[src/rtl/patch_mon_pkg.sv]
// Shared types and constants for the patch target monitor.
package patch_mon_pkg;

    typedef enum logic [1:0] {ST_IDLE, ST_RUN, ST_DRAIN, ST_DONE} state_t;

    localparam int PIPE_LAT = 2;

    // LSB position of channel c in a flat CHANNELS*WIDTH vector.
    function automatic int chan_lsb(input int c, input int w);
        return c * w;
    endfunction

endpackage

[src/rtl/patch_target_monitor_if.sv]
// Sample stream from the vector source into the monitor.
interface patch_target_monitor_if #(
    parameter int WIDTH    = 8,
    parameter int CHANNELS = 4
);
    logic                      in_valid;
    logic                      in_ready;
    logic [CHANNELS*WIDTH-1:0] golden;
    logic [CHANNELS*WIDTH-1:0] revised;
    logic [CHANNELS*WIDTH-1:0] care;

    modport master (output in_valid, golden, revised, care, input in_ready);
    modport slave  (input in_valid, golden, revised, care, output in_ready);
endinterface

[src/rtl/patch_chan_cmp.sv]
// One channel's masked equality / complement check; purely combinational.
module patch_chan_cmp #(
    parameter int WIDTH = 8
) (
    input  logic [WIDTH-1:0] golden,
    input  logic [WIDTH-1:0] revised,
    input  logic [WIDTH-1:0] care,
    input  logic             mode,
    output logic             fail
);
    assign fail = |((revised ^ (golden ^ {WIDTH{mode}})) & care);
endmodule

[src/rtl/patch_target_monitor.sv]
// Windowed golden/revised comparator: per-sample target bit plus sticky
// failure, saturating mismatch count and first-failing-sample index.
module patch_target_monitor
    import patch_mon_pkg::*;
#(
    parameter int WIDTH    = 8,
    parameter int CHANNELS = 4,
    parameter int CNT_W    = 16
) (
    input  logic                clk,
    input  logic                rst,
    input  logic                start,
    input  logic [CNT_W-1:0]    win_len,
    input  logic [CHANNELS-1:0] mode,
    patch_target_monitor_if.slave smp,
    output logic                t_out,
    output logic                t_valid,
    output logic [CHANNELS-1:0] ch_fail,
    output logic [CNT_W-1:0]    mis_cnt,
    output logic [CNT_W-1:0]    first_fail,
    output logic                any_fail,
    output logic                busy,
    output logic                done
);
    typedef struct packed {
        logic [CHANNELS-1:0] fail;
        logic [CNT_W-1:0]    idx;
    } s1_t;

    state_t              state;
    logic [CNT_W-1:0]    win_len_q;
    logic [CNT_W-1:0]    idx;
    logic [CHANNELS-1:0] mode_q;
    logic [CHANNELS-1:0] fail_c;
    s1_t                 s1_q;
    logic [PIPE_LAT:1]   vld_pipe;
    logic                acc, last, arm;

    assign smp.in_ready = (state == ST_RUN);
    assign acc          = smp.in_valid && smp.in_ready;
    assign last         = acc && (idx == win_len_q - CNT_W'(1));
    assign arm          = start && (state == ST_IDLE || state == ST_DONE);
    assign busy         = (state == ST_RUN) || (state == ST_DRAIN);
    assign done         = (state == ST_DONE);
    assign t_valid      = vld_pipe[PIPE_LAT];
    assign any_fail     = |ch_fail;

    for (genvar c = 0; c < CHANNELS; c++) begin : g_ch
        patch_chan_cmp #(.WIDTH(WIDTH)) u_cmp (
            .golden (smp.golden [chan_lsb(c, WIDTH) +: WIDTH]),
            .revised(smp.revised[chan_lsb(c, WIDTH) +: WIDTH]),
            .care   (smp.care   [chan_lsb(c, WIDTH) +: WIDTH]),
            .mode   (mode_q[c]),
            .fail   (fail_c[c])
        );
    end

    always_ff @(posedge clk) begin
        if (rst) begin
            state     <= ST_IDLE;
            win_len_q <= '0;
            mode_q    <= '0;
            idx       <= '0;
        end else begin
            case (state)
                ST_IDLE, ST_DONE: begin
                    if (start) begin
                        win_len_q <= win_len;
                        mode_q    <= mode;
                        idx       <= '0;
                        state     <= (win_len == '0) ? ST_DONE : ST_RUN;
                    end
                end
                ST_RUN: begin
                    if (acc) begin
                        idx <= idx + CNT_W'(1);
                        if (last) state <= ST_DRAIN;
                    end
                end
                // Leave once the last sample has left stage 1; its result is
                // on t_valid during the final DRAIN cycle.
                ST_DRAIN: if (!(|vld_pipe[PIPE_LAT-1:1])) state <= ST_DONE;
                default:  state <= ST_IDLE;
            endcase
        end
    end

    always_ff @(posedge clk) begin
        if (rst) begin
            vld_pipe   <= '0;
            s1_q       <= '0;
            t_out      <= 1'b0;
            ch_fail    <= '0;
            mis_cnt    <= '0;
            first_fail <= '0;
        end else begin
            vld_pipe <= {vld_pipe[PIPE_LAT-1:1], acc};
            if (acc) begin
                s1_q.fail <= fail_c;
                s1_q.idx  <= idx;
            end
            t_out <= vld_pipe[1] && !(|s1_q.fail);
            // Pipeline is empty whenever a start is accepted, so clearing
            // never races with a result.
            if (arm) begin
                ch_fail    <= '0;
                mis_cnt    <= '0;
                first_fail <= '0;
            end else if (vld_pipe[1] && (|s1_q.fail)) begin
                ch_fail <= ch_fail | s1_q.fail;
                if (!(&mis_cnt)) mis_cnt <= mis_cnt + CNT_W'(1);
                if (!any_fail) first_fail <= s1_q.idx;
            end
        end
    end

endmodule

[src/flat_wrapper.sv]
// flat-port wrapper written by rule: the top's interface ports become plain ports
module patch_target_monitor_flat import patch_mon_pkg::*;
#(
    parameter int WIDTH    = 8,
    parameter int CHANNELS = 4,
    parameter int CNT_W    = 16
)
  (clk, rst, start, win_len, mode, t_out, t_valid, ch_fail, mis_cnt, first_fail, any_fail, busy, done, smp_in_valid, smp_golden, smp_revised, smp_care, smp_in_ready);
  patch_target_monitor_if #(.WIDTH(WIDTH), .CHANNELS(CHANNELS)) smp_i ();
  input  logic clk;
  input  logic rst;
  input  logic start;
  input  logic [CNT_W-1:0] win_len;
  input  logic [CHANNELS-1:0] mode;
  output logic t_out;
  output logic t_valid;
  output logic [CHANNELS-1:0] ch_fail;
  output logic [CNT_W-1:0] mis_cnt;
  output logic [CNT_W-1:0] first_fail;
  output logic any_fail;
  output logic busy;
  output logic done;
  input wire logic [$bits(smp_i.in_valid)-1:0] smp_in_valid;
  input wire logic [$bits(smp_i.golden)-1:0] smp_golden;
  input wire logic [$bits(smp_i.revised)-1:0] smp_revised;
  input wire logic [$bits(smp_i.care)-1:0] smp_care;
  output wire logic [$bits(smp_i.in_ready)-1:0] smp_in_ready;
  assign smp_i.in_valid = smp_in_valid;
  assign smp_i.golden = smp_golden;
  assign smp_i.revised = smp_revised;
  assign smp_i.care = smp_care;
  assign smp_in_ready = smp_i.in_ready;
  patch_target_monitor #(.WIDTH(WIDTH), .CHANNELS(CHANNELS), .CNT_W(CNT_W)) u_core (.clk(clk), .rst(rst), .start(start), .win_len(win_len), .mode(mode), .smp(smp_i), .t_out(t_out), .t_valid(t_valid), .ch_fail(ch_fail), .mis_cnt(mis_cnt), .first_fail(first_fail), .any_fail(any_fail), .busy(busy), .done(done));
endmodule
[config.mk]
export PLATFORM = sky130hd
export DESIGN_NAME = patch_target_monitor_flat
export DESIGN_NICKNAME = d
export VERILOG_FILES = /design/src/rtl/patch_mon_pkg.sv /design/src/rtl/patch_target_monitor_if.sv /design/src/rtl/patch_chan_cmp.sv /design/src/rtl/patch_target_monitor.sv /design/src/flat_wrapper.sv
export SDC_FILE = /design/constraint.sdc
export NUM_CORES = 1
export LEC_CHECK = 0
export CAP_MARGIN = 20
export CORE_AREA = 5 5 110 112
export DETAILED_ROUTE_END_ITERATION = 8
export DIE_AREA = 0 0 115 117
export PLACE_DENSITY = 0.8
export SYNTH_ARGS = -nofsm -noshare
export SYNTH_HDL_FRONTEND = slang
export SYNTH_SLANG_ARGS = --single-unit
[constraint.sdc]
create_clock -name clk -period 3.33 [get_ports clk]
set_input_delay 0.666 -clock clk [delete_from_list [all_inputs] [get_ports clk]]
set_output_delay 0.666 -clock clk [all_outputs]
set_load 0.05 [all_outputs]
* After elaboration in Yosys (flattened, before gate mapping) *
Index checks and enable logic that the tools add are counted.

word-level totals
  register bits = 97
  input bits = 120
  output and inout bits = 42
  logic and storage cells = 71

cells by class
  $add $sub $neg = 3
  equality and inequality tests = 8
  multiplexer cells = 9
  bitwise logic cells = 15
  reduce and logical (&&, ||, !) cells = 25

operator list
  operator                 number
  $xor A8 B8 Y8            8
  $add A16 B1 Y16 const B  2
  $and A8 B8 Y8            4
  $mux W16                 2
  $pmux W16 S2             1
  $reduce_or A8 Y1         4
  $eq A16 B16 Y1           1
  $logic_not A16 Y1        1
  $reduce_and A16 Y1       1
  $sub A16 B1 Y16 const B  1
  $mux W2                  5
  $ne A2 B2 Y1 const B     4
  $reduce_or A4 Y1         2
  $pmux W2 S3              1
  $reduce_and A2 Y1        3
  $logic_and A1 B1 Y1      5
  $eq A2 B2 Y1 const B     2
  $or A4 B4 Y4             1
  $reduce_and A4 Y1        1
  $reduce_or A2 Y1         2
  $reduce_and A3 Y1        1
  $eq A2 B1 Y1 const B     1
  $logic_not A2 Y1         1
  $logic_or A1 B1 Y1       2
  3 further kinds          4

* Logic depth before layout (Yosys ltp) *
Gate-level depths: netlist of the first run.

  depth after elaboration = 6
  mapped depth = 9
  depth with buffers taken out = 9

* By module *
Synthesis of the first run repeated with hierarchy kept, for this count alone.

unflattened totals
  cells, all modules = 655
  area, all modules = 5,240.0 sq um

by module, submodules not included
  module                instances  cells an instance  area each (sq um)  sequential area each (sq um)
  patch_target_monitor  1          551                4,414.2            1,941.9
  patch_chan_cmp        4          26                 206.4              0.0

* Worst setup path before layout of the first run *
OpenSTA, ideal clock, no wires.

  kind = register to register
  from = register u_core.win_len_q[0]
  to = register u_core.state[0]
  library setup time = 0.123 ns
  arrival time = 2.351 ns
  required time = 3.207 ns
  slack = 0.855 ns
  cell stages (with the launch flop) = 10
  buffers on the path = 0
  period minus slack after synthesis = 2.475 ns
  path through = dfxtp_1 inv_1 ha_1 or4b_4 or4_1 o311ai_1 a41oi_1 nor4b_2 a21oi_1 mux2_1

between the ends
  longest elaborated chain between the ends = 5

ends and longest elaborated chain
  what                         RTL line                    RTL
  from (decl)                  patch_target_monitor.sv:31  logic [CNT_W-1:0] win_len_q;
  from (signal assigned)       patch_target_monitor.sv:68  win_len_q <= win_len;
  $sub A16 B1 Y16              patch_target_monitor.sv:41  assign last = acc && (idx == win_len_q - CNT_W'(1));
  $eq A16 B16 Y1               patch_target_monitor.sv:41
  $logic_and A1 B1 Y1          patch_target_monitor.sv:41
  $ne A2 B2 Y1 (no line)       --
  $reduce_and A4 Y1 (no line)  --
  to (signal assigned)         patch_target_monitor.sv:71  state <= (win_len == '0) ? ST_DONE : ST_RUN;
  to (decl)                    patch_target_monitor.sv:30  state_t state;

No other way between the ends.
A chain may end at the register's enable or synchronous reset.

* Final worst setup path of the first run *
Ends and elaborated chain as after synthesis.

==> impl_metrics.csv, run 1 <==
group,metric,value,unit
run_status,status,"finished clean",
sta,layout_min_cycle_time,2.790,ns
grt,track_usage,20.15,%
detailed_routing,dr_wl_met3,676,um
grt,antenna_found_initial,0,
logic_synthesis,synth_warnings,0,
sta,fin_skew,0.005531,ns
logic_synthesis,ys_ff_latch,97,
sta,setup_viol_count_final,0,
power,switching_share,32.49,%
detailed_routing,drtAntennaViolNets,0,
placed_design,port_buffers,161,
layout,areaGrowthSynthToFinish,40.92,%
logic_synthesis,async_flop_share,0,%
flow_run,maxCapViolCount,0,
worst_hold_path,holdPathStages,2,
logic_synthesis,synth_nets,784,
sta,fin_setup_tns,0,ns
setup_path,worstReg2RegEnd,"u_core.state[0]$_SDFFE_PP0P_",
layout,nets,934,
detailed_routing,totalWireLength,13.45,mm
cts,cts_inserted_buffers,9,
logic_synthesis,syn_inst,657,
sta,slew_headroom,33.30,%
floorplanning,boundaryPins,162,
layout,fin_util,63.87,%
setup_path,critPathRequiredTime,3.56,ns
sta,fin_crit_sh,83.78,%
cts,cts.sinks,97,
setup_path,max_stage_delay,0.52,ns
placed_design,globalplace.congestion,0.8439,
power,power_frac_seq,37.0,%
cts,clk_latency,0.34,ns
logic_synthesis,synth_edf_count,0,
setup_path,worstSetupStartpoint,"u_core.win_len_q[0]$_SDFFE_PP0P_",
layout,fill_cells,970,
detailed_routing,viasPerCell,5.176,
placed_design,dp_slack,0.5219,ns
power,leakagePower,0.002623,uW
floorplanning,start_util,45.32,%
floorplanning,fp.dieW,115,um
grt,overflow,0,
layout,n_antenna_cell,0,
worst_hold_path,hold_class,"register to register",
setup_path,cp_max_fo,5,
setup_path,worstSetupEndpointType,"register",
power,switchingPower,1173,uW
sta,fmax,0.3584,GHz
cts,hold_buffers,0,
floorplanning,rows,39,
sta,slew_violations,0,
cts,clk_pin_slew_worst_paths,0.07,ns
detailed_routing,drc_errors,0,
logic_synthesis,seq_area_frac_synth,38.51,%
setup_path,worstSetupPathType,"register to register",
detailed_routing,vias,4943,
power,power_frac_clock,31.7,%
detailed_routing,drtPass1Iterations,5,
power,power.internal,2438,uW
cts,cts_resized,0,
detailed_routing,top_layer_used,"met4",
logic_synthesis,syn_avg_cell_area,7.675,um2
sta,setup_slack,0.5402,ns
detailed_routing,wl_met2,6.903,mm
logic_synthesis,synth-main-ff-cell,"dfxtp_1",
setup_path,worst_r2r_startpoint,"u_core.win_len_q[0]$_SDFFE_PP0P_",
sta,rsz0062_at_grt,"no",
setup_path,cp_cell_sequence,"inv_1 -> ha_1 -> or4b_4 -> nor3_2 -> xor2_1 -> o221a_2 -> a221oi_1 -> a21oi_1 -> mux2_1",
setup_path,arrival,3.02,ns
grt,grt_max_degree,37,
floorplanning,die-area,13460,um2
detailed_routing,wire_per_inst,14.09,um
sta,final_hold_viol_count,0,
detailed_routing,drt_iter0_drc,279,
setup_path,startpoint_type,"register",
placed_design,dpl.hpwl,10.81,mm
cts,ctsLongestPathBuffers,2,
detailed_routing,met1Wirelength,5.638,mm
grt,grt_pass1_vias,4852,
worst_hold_path,hold_path_end,"u_core.first_fail[2]$_SDFFE_PP0P_",
layout,drive_gt1_share,3.571,%
grt,grt_pass1_wl,22.37,mm
cts,htreeDepth,3,
power,total_power,3611,uW
floorplanning,chipHeight,117,um
setup_path,rrSetupSlack,0.54,ns
worst_hold_path,hp-start,"u_core.s1_q[2]$_SDFFE_PP0P_",
layout,multiInputGateArea,2833,um2
sta,tightest_slew,0.9913,ns
floorplanning,core_area,11130,um2
cts,cts_tree,"yes",
setup_path,cp_slowest_cell,"or4b_4",
logic_synthesis,yosysUniqueCellTypes,49,
cts,clock-root-buffer,"clkbuf_16",
power,cellPowerDensity,508.2,nW/um2
layout,seq_area,1942,um2
setup_path,reg2regPathDepth,9,
power,combPwrFrac,31.3,%
cts,post-cts-setup-buffers,0,
logic_synthesis,syn_area,5042,um2
power,peakVddDrop,0.5231,mV
==> layout make-up <==
| class | instances | area share [%] |
|---|---|---|
| Clock buffer | 11 | 3.557 |
| Inverter | 40 | 2.113 |
| Clock inverter | 5 | 1.197 |
| Multi-Input combinational cell | 491 | 39.87 |
| Sequential cell | 97 | 27.33 |
| Tap cell | 143 | 2.518 |
| Timing Repair Buffer | 168 | 23.42 |
==> cells in the mapped netlist, types with 9 or more instances <==
library cell / instances / share of area, %
nand4_1: 16 / 2.0
o21ai_0: 9 / 0.89
a21oi_1: 65 / 6.5
a22oi_1: 14 / 2.1
nor4_1: 11 / 1.4
xor2_1: 44 / 7.6
nand3_1: 13 / 1.3
dfxtp_1: 97 / 39
xnor2_1: 35 / 6.1
clkbuf_1: 25 / 1.9
nor2_1: 54 / 4.0
nor3_1: 9 / 0.89
inv_1: 40 / 3.0
o22ai_1: 12 / 1.5
nand2_1: 139 / 10
==> critical path: cells and delay by family, from the launching register on <==
kind | cells | cell delay [ns]
compound gates | 3 | 0.78
xor+xnor | 1 | 0.11
fa+ha+maj | 1 | 0.23
buf+inv | 1 | 0.08
flops | 1 | 0.36
mux | 1 | 0.34
simple gates | 2 | 0.78
==> worst max-delay path by stage <==
stage / depth (start not counted) / slack (ns) / end
global route: 9 / 0.42 / u_core.state[0]$_SDFFE_PP0P_
detailed placement: 8 / 0.52 / u_core.state[0]$_SDFFE_PP0P_
global placement: 8 / 0.59 / u_core.state[0]$_SDFFE_PP0P_
finish: 9 / 0.54 / u_core.state[0]$_SDFFE_PP0P_
floorplan: 9 / 0.86 / u_core.state[0]$_SDFFE_PP0P_
CTS: 4 / 0.54 / busy
==> logic make-up (layout without fill, tap and decap cells) <==
group / count (synthesis) / after routing / synth area share, %
buffers and inverters: 69 / 224 / 5.310
multiplexers: 4 / 4 / 0.8437
XOR/XNOR: 79 / 79 / 13.72
AND/OR/NAND/NOR: 281 / 281 / 25.78
adder cells (fa/ha/maj): 7 / 7 / 1.737
flip-flops: 97 / 97 / 38.51
AO/OA/AOI/OAI: 120 / 120 / 14.09
==> layout by cell type (no fill, tap or decap), drive strengths merged, types with 11 or more instances in the layout <==
cell type,synthesis,final
dfxtp,97,97
xor2,44,44
clkbuf,25,11
inv,40,41
nand4,16,16
nor2,54,54
xnor2,35,35
nor4,11,11
a21oi,65,65
clkdlybuf4s50,0,161
nand3,13,13
nand2,139,139
a22oi,14,14
o22ai,12,12
==> routing by layer <==
| metal | track usage, % | vias to the layer above |
|---|---|---|
| met5 | 0 | - |
| met4 | 6.260 | 0 |
| met3 | 3.393 | 21 |
| met2 | 36.15 | 124 |
| met1 | 24.71 | 2281 |
| li1 | - | 2517 |
==> sequential cells by signal (all words and copies together) (netlist names) <==
| register | count |
|---|---|
| u_core.t_out | 1 |
| u_core.state | 2 |
| u_core.vld_pipe | 2 |
| u_core.win_len_q | 16 |
| u_core.first_fail | 16 |
| u_core.s1_q | 20 |
| u_core.idx | 16 |
| u_core.mode_q | 4 |
| u_core.mis_cnt | 16 |
| u_core.ch_fail | 4 |
==> metrics by stage <==
step	instance area, um2	std cells	hold slack (ns)
after floorplan	5042	657	0.4321
after global placement	6768	939	0.4415
after detailed placement	6768	939	0.4475
after CTS	7106	955	0.4574
after global routing	7106	955	0.4698
final	7106	955	0.4535
==> power by group through the flow <==
| stage | Sequential (uW) | Combinational (uW) | Clock [uW] |
|---|---|---|---|
| after floorplan | 1330 | 774 | 0 |
| after global placement | 1350 | 1080 | 0 |
| after detailed placement | 1360 | 1120 | 0 |
| after CTS | 1330 | 1130 | 1170 |
| after global routing | 1350 | 1250 | 1220 |
| final | 1340 | 1130 | 1140 |
Power figures use the tool's default switching activity.
==> inputs of run 2 (changes only) <==
Clock period 3.33 ns to 2.9 ns, I/O delays scaled along.
==> run 2 against run 1 <==
Effect of this change:
- die area unchanged
- clock skew up 0.0029 ns
- clock-buffer cell count down 2
==> impl_metrics.csv, run 2 (synthesis results as in run 1) <==
group,metric,value,unit
run_status,status,"finished clean",
cts,cts_tree,"yes",
cts,hold_buffers,0,
floorplanning,core_area,11130,um2
detailed_routing,vias,4988,
sta,holdWs,0.4551,ns
cts,clock-root-buffer,"clkbuf_16",
flow_run,maxCapViolCount,0,
sta,layout_min_cycle_time,2.792,ns
power,leakagePower,0.002606,uW
cts,cts.sinks,97,
placed_design,dpl.hpwl,10.87,mm
detailed_routing,drt_iter0_drc,291,
floorplanning,boundaryPins,162,
detailed_routing,top_layer_used,"met4",
layout,largest_reg_flops,20,
sta,final_hold_viol_count,0,
floorplanning,rows,39,
detailed_routing,drc_errors,0,
setup_path,cp_slowest_cell,"or4b_4",
layout,seq_area,1942,um2
floorplanning,chipHeight,117,um
layout,n_antenna_cell,0,
layout,regMostFlops,"u_core.s1_q",
grt,track_usage,20.19,%
layout,most-common-layout-cells,"161 x clkdlybuf4s50_1, 139 x nand2_1, 97 x dfxtp_1",
placed_design,port_buffers,161,
cts,cts_inserted_buffers,9,
setup_path,cp_cell_sequence,"inv_1 -> ha_1 -> or4b_4 -> nor3_2 -> xor2_1 -> o221a_2 -> a221oi_1 -> a21oi_1 -> mux2_1",
setup_path,max_stage_delay,0.52,ns
sta,fmax,0.3582,GHz
sta,slew_violations,0,
layout,fin_util,63.47,%
detailed_routing,drtAntennaViolNets,0,
cts,clk_pin_slew_worst_paths,0.07,ns
sta,fin_crit_sh,96.28,%
setup_path,worstSetupEndpointType,"register",
sta,rsz0062_at_grt,"no",
grt,grt_max_degree,37,
floorplanning,die-area,13460,um2
cts,clk_latency,0.35,ns
power,peakVddDrop,0.7018,mV
cts,ctsLongestPathBuffers,2,
cts,post-cts-setup-buffers,0,
detailed_routing,wire_per_inst,14.05,um
layout,areaGrowthSynthToFinish,40.05,%
layout,multiInputGateArea,2833,um2
layout,final_common_cell,"clkdlybuf4s50_1",
sta,slew_headroom,34.07,%
detailed_routing,wl_met2,6.775,mm
sta,tightest_slew,0.9799,ns
setup_path,cp_top_family,"simple AND/OR/NAND/NOR gates",
detailed_routing,viasPerCell,5.218,
setup_path,cp_max_fo,5,
layout,drive_gt1_share,3.690,%
sta,fin_setup_tns,0,ns
detailed_routing,totalWireLength,13.43,mm
detailed_routing,met1Wirelength,5.624,mm
worst_hold_path,hold_class,"register to register",
detailed_routing,dr_wl_met3,693,um
setup_path,crit_buf_inv,1,
layout,final_cell_area,7062,um2
placed_design,placed_cell_area,6775,um2
floorplanning,start_util,45.32,%
layout,nets,935,
setup_path,critPathRequiredTime,3.13,ns
placed_design,dp_slack,0.1802,ns
setup_path,arrival,3.02,ns
floorplanning,fp.dieW,115,um
layout,fill_cells,970,
setup_path,worstSetupPathType,"register to register",
sta,fin_skew,0.008470,ns
cts,htreeDepth,3,
grt,antenna_found_initial,0,
grt,overflow,0,
cts,cts_resized,0,
grt,grt_pass1_vias,5004,
detailed_routing,drtPass1Iterations,5,
placed_design,globalplace.congestion,0.8541,
sta,setup_slack,0.1079,ns
setup_path,startpoint_type,"register",
sta,setup_viol_count_final,0,
grt,grt_pass1_wl,22.29,mm
power,cellPowerDensity,563.4,nW/um2
==> run 2: layout make-up <==
class                      count  share of cell area [%]
multi-input combinational    491                   40.11
sequential                    97                   27.50
timing repair buffer         169                   23.67
clock buffer                   9                   3.189
tap                          143                   2.534
inverter                      40                   2.126
clock inverter                 7                  0.8682
==> run 2: worst paths after layout <==
kind	from	endpoint	slack, ns	depth (start not counted)
worst max-delay path	u_core.win_len_q[0]$_SDFFE_PP0P_	u_core.state[0]$_SDFFE_PP0P_	0.11	9
worst min-delay path	u_core.first_fail[11]$_SDFFE_PP0P_	u_core.first_fail[11]$_SDFFE_PP0P_	0.46	2
worst max register to register	u_core.win_len_q[0]$_SDFFE_PP0P_	u_core.state[0]$_SDFFE_PP0P_	0.11	9
worst min register to register	u_core.first_fail[11]$_SDFFE_PP0P_	u_core.first_fail[11]$_SDFFE_PP0P_	0.46	2
==> run 2: report_power, final <==
group          switching [uW]  total, uW  leakage (uW)  internal, uW
Sequential                116       1540      0.000785          1420
Combinational             732       1300       0.00168           569
Clock                     541       1140      0.000140           598
==> run 2: metal layers <==
| layer | vias up | global-route usage [%] |
|---|---|---|
| met5 | - | 0 |
| met2 | 146 | 36.61 |
| met4 | 0 | 7.903 |
| li1 | 2533 | - |
| met1 | 2280 | 23.84 |
| met3 | 29 | 3.290 |
==> run 2: worst min-delay path, delay by kind of cell (launching register included) <==
kind / cells / cell delay (ns)
compound gates: 1 / 0.05
flops: 1 / 0.31
simple gates: 1 / 0.05
==> run 2: stage by stage <==
step | instances | power (uW)
final | 956 | 3978
after global routing | 956 | 4191
after CTS | 956 | 3985
after detailed placement | 940 | 2852
after global placement | 940 | 2799
after floorplan | 657 | 2416
